[src/rtl/mmio_write_dispatch.sv]
// Store-address decoder and buffered write dispatcher: routes MEM-stage stores to DMEM or to
// one of NUM_CH one-entry peripheral buffers. Optional unmapped-write counter: WSEL_ERRCNT_EN.
module mmio_write_dispatch #(
  parameter int          NUM_CH    = 6,
  parameter logic [11:0] BASE_ADDR = 12'h800,
  parameter int          DATA_W    = 32
) (
  input  logic                     clk,
  input  logic                     rst,
  input  logic [31:0]              addr,
  input  logic [DATA_W-1:0]        wdata,
  input  logic                     we,
  output logic                     dmem_we,
  output logic                     stall,
  output logic [NUM_CH-1:0]        ch_valid,
  output logic [NUM_CH*DATA_W-1:0] ch_data,
  input  logic [NUM_CH-1:0]        ch_ready,
  output logic                     busy,
  input  logic                     err_clr,
  output logic [15:0]              err_cnt,
  output logic                     err_irq
);

  localparam logic [12:0] CH_SPAN = 13'(NUM_CH * 4);

  logic [11:0]       offset;
  logic [5:0]        ch_idx;
  logic              periph;
  logic              hit;
  logic [NUM_CH-1:0] sel;
  logic [NUM_CH-1:0] accept;
  logic [NUM_CH-1:0] transfer;

  // Handshake: a channel entry moves to the peripheral on any cycle where ch_valid[i] and
  // ch_ready[i] are both high; ch_data[i] holds steady while ch_valid[i] is high. A new store
  // may refill the entry in the very cycle it drains, so a ready peripheral sees no bubble.
  always_comb begin
    offset   = addr[11:0] - BASE_ADDR;
    ch_idx   = offset[7:2];
    periph   = addr[11];
    hit      = periph && (offset[1:0] == 2'b00) && ({1'b0, offset} < CH_SPAN);
    sel      = '0;
    for (int i = 0; i < NUM_CH; i++) begin
      sel[i] = hit && (ch_idx == 6'(i));
    end
    transfer = ch_valid & ch_ready;
    accept   = we ? (sel & (~ch_valid | ch_ready)) : '0;
    stall    = we && (|(sel & ch_valid & ~ch_ready));
    dmem_we  = we && !periph;
  end

  always_ff @(posedge clk or posedge rst) begin
    if (rst) begin
      ch_valid <= '0;
      ch_data  <= '0;
    end else begin
      for (int i = 0; i < NUM_CH; i++) begin
        if (accept[i]) begin
          ch_valid[i]                  <= 1'b1;
          ch_data[i*DATA_W +: DATA_W]  <= wdata;
        end else if (transfer[i]) begin
          ch_valid[i] <= 1'b0;
        end
      end
    end
  end

  assign busy = |ch_valid;

`ifdef WSEL_ERRCNT_EN
  logic unmapped;
  assign unmapped = we && periph && !hit;

  // err_clr has priority over a same-cycle unmapped store.
  always_ff @(posedge clk or posedge rst) begin
    if (rst) begin
      err_cnt <= '0;
      err_irq <= 1'b0;
    end else if (err_clr) begin
      err_cnt <= '0;
      err_irq <= 1'b0;
    end else if (unmapped) begin
      if (err_cnt != 16'hFFFF) err_cnt <= err_cnt + 16'd1;
      err_irq <= 1'b1;
    end
  end
`else
  assign err_cnt = '0;
  assign err_irq = 1'b0;
`endif

  logic unused_bits;
  assign unused_bits = ^{addr[31:12], err_clr};

endmodule

[config.mk]
export PLATFORM = sky130hd
export DESIGN_NAME = mmio_write_dispatch
export DESIGN_NICKNAME = d
export VERILOG_FILES = /design/src/rtl/mmio_write_dispatch.sv
export SDC_FILE = /design/constraint.sdc
export NUM_CORES = 1
export LEC_CHECK = 0
export BUFFER_PORTS_ARGS = -buffer_cell sky130_fd_sc_hd__buf_2
export CAP_MARGIN = 10
export CELL_PAD_IN_SITES_DETAIL_PLACEMENT = 1
export CELL_PAD_IN_SITES_GLOBAL_PLACEMENT = 2
export CORE_UTILIZATION = 33
export DETAILED_ROUTE_END_ITERATION = 6
export PLACE_DENSITY_LB_ADDON = 0.15
export SYNTH_ARGS = -nofsm -noshare
export SYNTH_HDL_FRONTEND = slang
export SYNTH_SLANG_ARGS = --single-unit
[constraint.sdc]
create_clock -name clk -period 6.8 [get_ports clk]
set_clock_uncertainty 0.2 [all_clocks]
set_input_delay 0.68 -clock clk [delete_from_list [all_inputs] [get_ports clk]]
set_output_delay 0.68 -clock clk [all_outputs]
set_load 0.005 [all_outputs]
* Word-level counts from Yosys, hierarchy flattened *
Cells that the tools add are included.

word-level totals
  flip-flop bits (word level) = 198
  memories kept = 0
  output and inout port bits = 218
  bits in read-only memories = 0
  input port bits = 74
  bits in latches = 0
  RAM bits = 0
  word-level logic and storage cells = 60

cells by class
  multipliers = 0
  div/mod/pow operators = 0
  add/subtract/negate cells = 1
  $lt $le $gt $ge = 1
  bitwise logic cells = 7
  mux-type cells = 13
  reduce and logical (&&, ||, !) cells = 21
  eq/ne operators = 5
  shifts and indexed selects = 0

operators with widths
  kind                                                                           count
  6-bit bitwise AND                                                              4
  6-bit by 2-bit == test with 1-bit output, second input constant                2
  6-bit by 3-bit == test with 1-bit output, second input constant                2
  12-bit by 5-bit less-than comparator with 1-bit output, second input constant  1
  1-bit 2-to-1 mux                                                               12
  6-bit inverter                                                                 2
  2-bit nonzero test                                                             6
  6-bit OR reduction                                                             2
  12-bit subtractor, second input constant                                       1
  1-bit logical AND                                                              10
  6-bit by 1-bit == test with 1-bit output, second input constant                1
  6-bit zero test                                                                1
  6-bit 2-to-1 mux                                                               1
  6-bit OR                                                                       1
  2-bit zero test                                                                1
  1-bit zero test                                                                1

* Longest topological paths before layout *
Gate-level depths: netlist (run 1).

  depth in word-level cells = 9
  depth in mapped cells = 6
  mapped depth without buffers = 4

* Worst setup path after synthesis (run 1) *
Ideal clock, no wire load.

  path kind = input -> register
  start point = in addr[1]
  end point = reg ch_data[0]
  stages = 5
  arrival = 2.420 ns
  data required time = 6.473 ns
  slack = 4.052 ns
  buffers on the path = 1
  path through = or4_4 > or3_4 > nor3b_4 > buf_6 > mux2_1

on the way
  cells in the longest elaborated chain, start to end = 7
  elaborated cells on any way between the ends = 9

RTL lines
  element                                                                                         line  source
  start, declared                                                                                 10    input logic [31:0] addr,
  12-bit subtractor (*)                                                                           38    offset = addr[11:0] - BASE_ADDR;
  branches (longest 3 deep; another with 12-bit by 5-bit less-than comparator with 1-bit output)  -
  1-bit logical AND (*)                                                                           44    sel[i] = hit && (ch_idx == 6'(i));
  6-bit bitwise AND (*)                                                                           47    accept = we ? (sel & (~ch_valid | ch_ready)) : '0;
  6-bit 2-to-1 mux (*)                                                                            47
  end signal, assigned by index                                                                   60    ch_data[i*DATA_W +: DATA_W] <= wdata;
  end, declared                                                                                   16    output logic [NUM_CH*DATA_W-1:0] ch_data,

Mark *: on every way between the ends.
A chain may end at the register's enable or synchronous reset.

* Worst setup path after layout (run 1) *
  start point = in addr[1]
  end point = reg ch_data[147]

Same word-level chain as after synthesis.

==> results of run 1 <==
-- layout make-up --
type | instances | area, um^2
inverters | 3 | 18.77
fillers | 2468 | 13520
flip-flops and latches | 198 | 4955
well taps | 319 | 399.1
multi-input cells | 253 | 2680
repair buffers | 261 | 1326
clock inverters | 13 | 133.9
clock buffers | 18 | 439.2
-- per-layer routing --
metal	global-route usage, %	vias up
met3	5.622	13
met4	4.575	0
met1	21.71	2550
li1	-	2156
met2	29.76	168
met5	0	-
-- state kept, by name, indices dropped and copies added (netlist names) --
register  flops
ch_valid      6
ch_data     192
-- where the power goes --
part / switching [mW] / internal (mW)
clock network: 0.483 / 0.496
registers: 0.00248 / 1.18
logic: 0.0516 / 0.0217
total: 0.537 / 1.70
-- Yosys cell counts (all sizes together) (2+ instances only) --
library cell | count | share of area (%)
mux2 | 192 | 29
clkbuf | 3 | 0.14
o21ai | 3 | 0.19
nor2 | 2 | 0.095
nor3b | 3 | 0.49
buf | 33 | 4.0
nand2b | 3 | 0.24
dfrtp | 198 | 63
o21bai | 4 | 0.38
inv | 3 | 0.14
nand2 | 7 | 0.33
nor3 | 3 | 0.54
nor4b | 2 | 0.30
nor2b | 6 | 0.47
-- worst max-delay path by stage --
| stage | startpoint | to | slack [ns] | cells past startpoint |
|---|---|---|---|---|
| 2_1_floorplan | rst | ch_data[0]$_DFFE_PP0P_ | 0.52 | 1 |
| 3_3_place_gp | addr[1] | ch_data[29]$_DFFE_PP0P_ | 3.09 | 6 |
| 3_5_place_dp | addr[1] | ch_data[140]$_DFFE_PP0P_ | 3.04 | 6 |
| 4_1_cts | addr[1] | ch_data[51]$_DFFE_PP0P_ | 3.50 | 6 |
| 5_1_grt | addr[1] | ch_data[147]$_DFFE_PP0P_ | 3.41 | 6 |
| 6_report | addr[1] | ch_data[147]$_DFFE_PP0P_ | 3.54 | 6 |
-- worst max-delay path, cell delays in order --
cell    delay (ns)
buf_2         0.10
or4_4         0.54
or3_4         0.41
nor3_4        0.75
buf_4         0.47
mux2_2        0.39
-- kinds of logic (layout without fill, tap and decap cells) --
family | count (synthesis) | in the layout | synth area share, %
compound gates | 10 | 10 | 0.8863
other cells | 1 | 17 | 0.04743
simple gates | 33 | 33 | 3.229
mux | 193 | 193 | 28.90
buf+inv | 39 | 295 | 4.273
flops | 198 | 198 | 62.67
-- per-stage QoR --
step / hold WS (ns) / total power, mW / std cells / instance area [um^2] / util [%]
final: 0.1666 / 2.237 / 1065 / 9952 / 42.40
after floorplan: 0.2828 / 1.244 / 490 / 7966 / -
after global routing: 0.2258 / 2.325 / 1065 / 9952 / 42.40
after CTS: 0.2249 / 2.278 / 1065 / 9952 / 42.40
after global placement: 0.2613 / 1.279 / 1034 / 9379 / 39.96
after detailed placement: 0.2710 / 1.283 / 1034 / 9379 / 39.96
==> flow_summary.toml, run 1 <==
[grt]
grt_usage_pct = 17.65
grt_pass1_vias = 5304
grt_pass1_wl_um = 32350
grt_max_degree = 114
overflow = 0
antenna_found_initial = 0

[floorplan]
start_util_pct = 33.68
pin_count = 292
coreArea_um2 = 23470
fp.dieW_um = 156.8
die-area_um2 = 24580
die_h_um = 156.8
rows = 56

[synthesis]
syn_avg_cell_area_um2 = 16.68
yosysUniqueCellTypes = 35
async_flop_share_pct = 100.0
yosys_register_bits = 198
yosysWarnings = 0
syn-instance-count = 474
synth_edf_count = 0
ys.flop_type = "dfrtp_1"
synthesis.area_um2 = 7906
ys_seq_area_share_pct = 62.67

[route]
vias = 4887
ant_nets = 0
top_layer = "met4"
drt_iter0_markers = 117
wl_met1_um = 8607
wl_per_cell_um = 19.38
drt-total-wl_um = 20640
wl_met2_um = 10340
drc = 0
routed-wl-met3_um = 1512
first_pass_iters = 4
viasPerCell = 4.589

[clock_network]
post_cts_buffers = 0
numClockSinks = 198
cts_max_path_buffers = 2
cts.clk_slew.worst_paths_ns = 0.07
cts_resized = 0
numCtsBuffers = 17
holdBufCountCts = 0
root_buffer = "clkbuf_16"
clock_latency_ns = 0.43
cts.htree.levels = 4
cts_tree = "done"

[sta]
fin_crit_sh_pct = 48.00
slew_headroom_pct = 26.01
max_freq_ghz = 0.3064
finalSetupViolCount = 0
grt_setup_unrepaired = "false"
hold_viol_final = 0
worstMarginPinSlew_ns = 1.110
fin_setup_tns_ns = 0
worst_slack_ns = 3.536
period_needed_ns = 3.264
final-max-slew-violation-count = 0

[setup_path]
critPathMaxFanout = 18
setup.worst_path.end_class = "register"
r2r-start = "ch_valid[1]$_DFFE_PP0P_"
timing.rr.end = "ch_data[51]$_DFFE_PP0P_"
ff2ff_path_depth = 4
arrival_ns = 3.37
r2r_slack_ns = 4.20
crit_type = "input port to register"
crit_required_ns = 6.90
worst_setup_path_start_kind = "input port"

[placed_design]
place_hpwl_um = 14020
gp_congestion = 0.7588
place_ws_ns = 3.036
port_buffers = 253

[layout]
mostFrequentLayoutCells = "253 x buf_2, 198 x dfrtp_1, 127 x mux2_2"
final_common_cell = "buf_2"
area_delta_synth_final_pct = 25.87
drive_gt1_share_pct = 61.53
antenna_cells = 0
nets = 808

[power_and_ir_drop]
p_leak_nw = 5.785
peakVddDrop_mv = 0.1219
powerDensity_nw_per_um2 = 224.7

[flow_run]
maxCapViolations = 0

[run_status]
status = "finished clean"

[hold_path]
hold_class = "input port to async pin"
Note: power is estimated with default switching activity, not from simulation.
==> inputs of run 2 (changes only) <==
--- a/config.mk
+++ b/config.mk
@@ -5,11 +5,12 @@
 export SDC_FILE = /design/constraint.sdc
 export NUM_CORES = 1
 export LEC_CHECK = 0
+export ABC_AREA = 1
 export BUFFER_PORTS_ARGS = -buffer_cell sky130_fd_sc_hd__buf_2
 export CAP_MARGIN = 10
 export CELL_PAD_IN_SITES_DETAIL_PLACEMENT = 1
 export CELL_PAD_IN_SITES_GLOBAL_PLACEMENT = 2
-export CORE_UTILIZATION = 33
+export CORE_UTILIZATION = 27
 export DETAILED_ROUTE_END_ITERATION = 6
 export PLACE_DENSITY_LB_ADDON = 0.15
 export SYNTH_ARGS = -nofsm -noshare
==> constraint.sdc (replaced) <==
create_clock -name clk -period 2.68 [get_ports clk]
set_clock_uncertainty 0.2 [all_clocks]
set_input_delay 0.268 -clock clk [delete_from_list [all_inputs] [get_ports clk]]
set_output_delay 0.268 -clock clk [all_outputs]
set_load 0.005 [all_outputs]
==> flow_summary.toml, run 2 <==
[layout]
nets = 1157
top_regs = "ch_data: 192 flops, ch_valid: 6 flops"
mostFrequentLayoutCells = "253 x buf_2, 237 x nand2_1, 198 x dfrtp_1"
top_register = "ch_data"
layout.cells.non_filler = 1486
final_common_cell = "buf_2"
fill_cells = 3465
final-seq-area_um2 = 4955
area_delta_synth_final_pct = 30.85
largest_reg_flops = 192
antenna_cells = 0
multiInputGateArea_um2 = 2555
drive_gt1_share_pct = 36.22

[synthesis]
synth_xor_area_share_pct = 0
synth_area_leaders = "dfrtp_1 61%, nand2_1 11%, o21ai_2 8.0%"
synth_edf_count = 0
syn_avg_cell_area_um2 = 10.21
async_flop_share_pct = 100.0
ys_seq_area_share_pct = 60.57
yosysMostFrequentCell = "nand2_1"
synth_common_cells = "237 x nand2_1, 198 x dfrtp_1, 76 x o21ai_1"
syn-instance-count = 801
synth_top_area_cell = "dfrtp_1"
synthesis.area_um2 = 8180
synth.mux.area_fraction_pct = 0
yosysUniqueCellTypes = 24
synth_top_family_by_area = "simple AND/OR/NAND/NOR gates"
netlist.area_leader.share_pct = 60.57
ys.flop_type = "dfrtp_1"
synth_simple_gate_area_share_pct = 17.15
yosys_register_bits = 198
yosysWarnings = 0
synth-compound-area-share_pct = 13.29
synth_fa_ha_area_share_pct = 0

[setup_path]
arrival_ns = 2.23
setup.worst_path.end_class = "register"
critPathMaxFanout = 64
timing.rr.end = "ch_data[176]$_DFFE_PP0P_"
crit_required_ns = 2.84
crit_type = "input port to register"
r2r_slack_ns = 0.67
ff2ff_path_depth = 7
r2r-start = "ch_valid[5]$_DFFE_PP0P_"
worst_setup_path_start_kind = "input port"

[grt]
grt_max_degree = 65
grt_pass1_vias = 6681
grt_pass1_wl_um = 40280
overflow = 0
antenna_found_initial = 0
grt_usage_pct = 17.03

[sta]
max_freq_ghz = 0.4828
hold_viol_final = 0
slew_headroom_pct = 39.62
grt_setup_unrepaired = "false"
worstMarginPinSlew_ns = 0.9057
fin_crit_sh_pct = 77.28
final-max-slew-violation-count = 0
whs_ns = 0.04902
finalSetupViolCount = 0
period_needed_ns = 2.071
worst_slack_ns = 0.6088

[power_and_ir_drop]
powerDensity_nw_per_um2 = 547.6
p_leak_nw = 5.877
peakVddDrop_mv = 0.3769
total_power_mw = 5.862

[clock_network]
cts.clk_slew.worst_paths_ns = 0.08
cts.htree.levels = 4
numCtsBuffers = 17
cts_tree = "done"
clock_latency_ns = 0.43
holdBufCountCts = 38
post_cts_buffers = 0
numClockSinks = 198
root_buffer = "clkbuf_16"
cts_max_path_buffers = 2
cts_resized = 0

[route]
drt_iter0_markers = 204
drt-total-wl_um = 25430
drc = 0
first_pass_iters = 4
ant_nets = 0
vias = 6444
wl_per_cell_um = 17.11
viasPerCell = 4.336

[placed_design]
place_ws_ns = 0.3919
gp_congestion = 0.6970
place_hpwl_um = 17780
port_buffers = 253
dp.cells = 1416

[flow_run]
maxCapViolations = 0

[floorplan]
fp.dieW_um = 176.1
pin_count = 292
rows = 63
start_util_pct = 27.53
die_h_um = 176.1
die-area_um2 = 31000
coreArea_um2 = 29720

[hold_path]
worst_hold_startpoint = "we"
hold_depth = 3
hold_end = "ch_valid[3]$_DFFE_PP0P_"
hold_class = "input port to register"

[run_status]
status = "finished clean"
run 2: worst max-delay path by stage:
| stage | start | endpoint | slack [ns] | cells past startpoint |
|---|---|---|---|---|
| finish | ch_ready[5] | ch_data[176]$_DFFE_PP0P_ | 0.61 | 8 |
| global route | ch_ready[5] | ch_data[167]$_DFFE_PP0P_ | 0.42 | 8 |
| CTS | ch_valid[0]$_DFFE_PP0P_ | busy | 0.59 | 3 |
| detailed placement | addr[7] | ch_data[85]$_DFFE_PP0P_ | 0.39 | 8 |
| global placement | addr[7] | ch_data[64]$_DFFE_PP0P_ | 0.43 | 8 |
| floorplan | rst | ch_data[0]$_DFFE_PP0P_ | -0.35 | 1 |
run 2: cell type report:
type | count | area share, %
well taps | 390 | 4.559
clock buffers | 19 | 4.138
repair buffers | 311 | 17.60
clock inverters | 13 | 1.438
multi-input cells | 496 | 23.87
inverters | 59 | 2.104
flip-flops and latches | 198 | 46.29
run 2: critical path, cell delays in order:
cell	delay, ns
dlygate4sd3_1	0.54
buf_2	0.12
nor2_1	0.13
inv_1	0.10
nand4_4	0.09
buf_4	0.69
nand2_1	0.14
o21ai_2	0.10
run 2: logic make-up (layout without fill, tap and decap cells):
group           count (synthesis)  count (layout)
compound gates                161             161
buf+inv                       123             402
flops                         198             198
other cells                     1              17
simple gates                  318             318
run 2: metal layers:
layer	up-vias	global-route usage [%]	share of wire [%]
met5	-	0	0
met4	0	3.297	0.76
met3	14	4.866	5.7
met2	163	27.43	47
met1	3126	22.77	46
li1	3141	-	-
run 2: per-stage QoR:
step | utilization [%] | TNS (ns) | cell area [um^2]
after floorplan | - | -68.98 | 8244
after CTS | 36.02 | 0 | 10700
after global routing | 36.02 | 0 | 10700
after global placement | 32.73 | 0 | 9727
final | 36.02 | 0 | 10700
after detailed placement | 32.73 | 0 | 9727
run 2: where the power goes:
part	leakage (nW)	switching (mW)	internal (mW)	total, mW
registers	2.77	0.000965	2.99	2.99
clock network	0.290	1.32	1.28	2.60
logic	2.82	0.180	0.0920	0.272
total	5.88	1.50	4.36	5.86
==> inputs of run 3 (changes only) <==
==> constraint.sdc (replaced) <==
create_clock -name clk -period 1.9 [get_ports clk]
set_clock_uncertainty 0.2 [all_clocks]
set_input_delay 0.19 -clock clk [delete_from_list [all_inputs] [get_ports clk]]
set_output_delay 0.19 -clock clk [all_outputs]
set_load 0.005 [all_outputs]
==> flow_summary.toml, run 3 (synthesis results as in run 2) <==
[clock_network]
cts.htree.levels = 4
cts_tree = "done"
numClockSinks = 198
root_buffer = "clkbuf_16"
clock_latency_ns = 0.43
numCtsBuffers = 17
cts.clk_slew.worst_paths_ns = 0.08
cts_max_path_buffers = 2

[route]
ant_nets = 0
drt-total-wl_um = 25690
vias = 6506
wl_per_cell_um = 17.10
first_pass_iters = 4
viasPerCell = 4.332
drt_iter0_markers = 261
drc = 0

[setup_path]
setup.worst_path.start = "ch_valid[4]$_DFFE_PP0P_"
arrival_ns = 1.45
ff2ff_path_depth = 7
critPathMaxFanout = 3
r2r_slack_ns = 0.27
crit_type = "register to output port"
timing.rr.end = "ch_data[40]$_DFFE_PP0P_"
setup.worst_path.end_class = "output port"
worst_setup_path_start_kind = "register"
r2r-start = "ch_valid[1]$_DFFE_PP0P_"
crit_required_ns = 1.51

[sta]
period_needed_ns = 1.839
final-max-slew-violation-count = 0
finalSetupViolCount = 0
fin_crit_sh_pct = 96.78
grt_setup_unrepaired = "true"
worst_slack_ns = 0.06115
hold_viol_final = 0
max_freq_ghz = 0.5438
whs_ns = 0.04029

[grt]
grt_max_degree = 72
antenna_found_initial = 0
overflow = 0
grt_util_met3_pct = 4.888
grt_usage_pct = 17.22
grt_pass1_wl_um = 40830
grt_use_met1_pct = 21.97
grt-busiest-layer = "met2"
grt_pass1_vias = 6880
met2_usage_pct = 28.84

[hold_path]
hold_depth = 6
hold_end = "ch_valid[5]$_DFFE_PP0P_"
hold_class = "input port to register"
worst_hold_startpoint = "addr[3]"

[floorplan]
rows = 63
die-area_um2 = 31000
fp.dieW_um = 176.1
start_util_pct = 27.53
die_h_um = 176.1
coreArea_um2 = 29720
pin_count = 292

[layout]
area_delta_synth_final_pct = 34.06
mostFrequentLayoutCells = "253 x buf_2, 237 x nand2_1, 195 x dfrtp_1"
final_common_cell = "buf_2"
drive_gt1_share_pct = 38.04
design_area_um2 = 10970
largest_reg_flops = 192
layout.cells.non_filler = 1502
top_regs = "ch_data: 192 flops, ch_valid: 6 flops"
nets = 1173
top_register = "ch_data"
antenna_cells = 0

[placed_design]
place_ws_ns = 0.03952
gp_congestion = 0.7132
port_buffers = 253
place_hpwl_um = 18510
dp.cells = 1427
placed_area_um2 = 9922

[run_status]
status = "finished clean"

[flow_run]
maxCapViolations = 0

[power_and_ir_drop]
powerDensity_nw_per_um2 = 750.5
peakVddDrop_mv = 0.4508
p_leak_nw = 6.002
run 3: cell types whose count changed in the layout (fill, tap and decap cells not counted), sizes merged:
| cell | before | now |
|---|---|---|
| buf | 273 | 288 |
| clkinv | 7 | 9 |
| inv | 64 | 63 |
| clkbuf | 19 | 18 |
| dlygate4sd3 | 38 | 39 |
run 3: per-stage QoR:
step                      setup TNS (ns)  utilization [%]  power, mW
after floorplan                  -207.97                -      4.487
after global placement                 0            33.39      4.649
after detailed placement               0            33.39      4.648
after CTS                       -0.02402            36.79      8.400
after global routing            -0.08615            36.90      8.594
final                                  0            36.90      8.230
run 3: metal layers:
layer | share of wire, % | up-vias | wire [um]
met5 | 0 | - | 0
met4 | 0.77 | 0 | 197
met3 | 5.9 | 11 | 1517
met2 | 49 | 164 | 12600
met1 | 44 | 3164 | 11380
li1 | - | 3167 | -
run 3: how the worst max path moves through the flow:
stage,to,cells past startpoint
floorplan,ch_data[0]$_DFFE_PP0P_,1
global placement,ch_data[39]$_DFFE_PP0P_,10
detailed placement,ch_data[35]$_DFFE_PP0P_,10
CTS,busy,3
global route,stall,7
finish,stall,7
run 3: repair_timing:
| item | 4_1_cts | 5_1_grt |
|---|---|---|
| setup buffers | 2 | 2 |
| setup endpoints to repair | 2 | 2 |
| hold buffers | 39 | 0 |
| resized for setup | 6 | 7 |
| pin swaps | 1 | 4 |
| hold endpoints to repair | 303 | 0 |
| gates cloned | 0 | 0 |
run 3: cell type report:
cell class / instances / area [um^2]
fill: 3463 / 18750
sequential: 198 / 4959
multi-input combinational: 496 / 2587
timing repair buffer: 327 / 2120
tap: 390 / 488.0
clock buffer: 18 / 429.2
inverter: 59 / 225.2
clock inverter: 14 / 158.9
run 3: critical path, stage by stage, from the launching register on:
cell     delay (ns)
dfrtp_2        0.43
inv_2          0.05
nor2_2         0.09
nand3_1        0.09
nand3_1        0.11
nor2_1         0.06
nor2_1         0.08
buf_2          0.12
run 3: power breakdown:
part	switching, mW	total, mW	internal [mW]
Combinational	0.262	0.400	0.138
Clock	1.85	3.62	1.77
Sequential	0.00135	4.21	4.21
Total	2.11	8.23	6.12
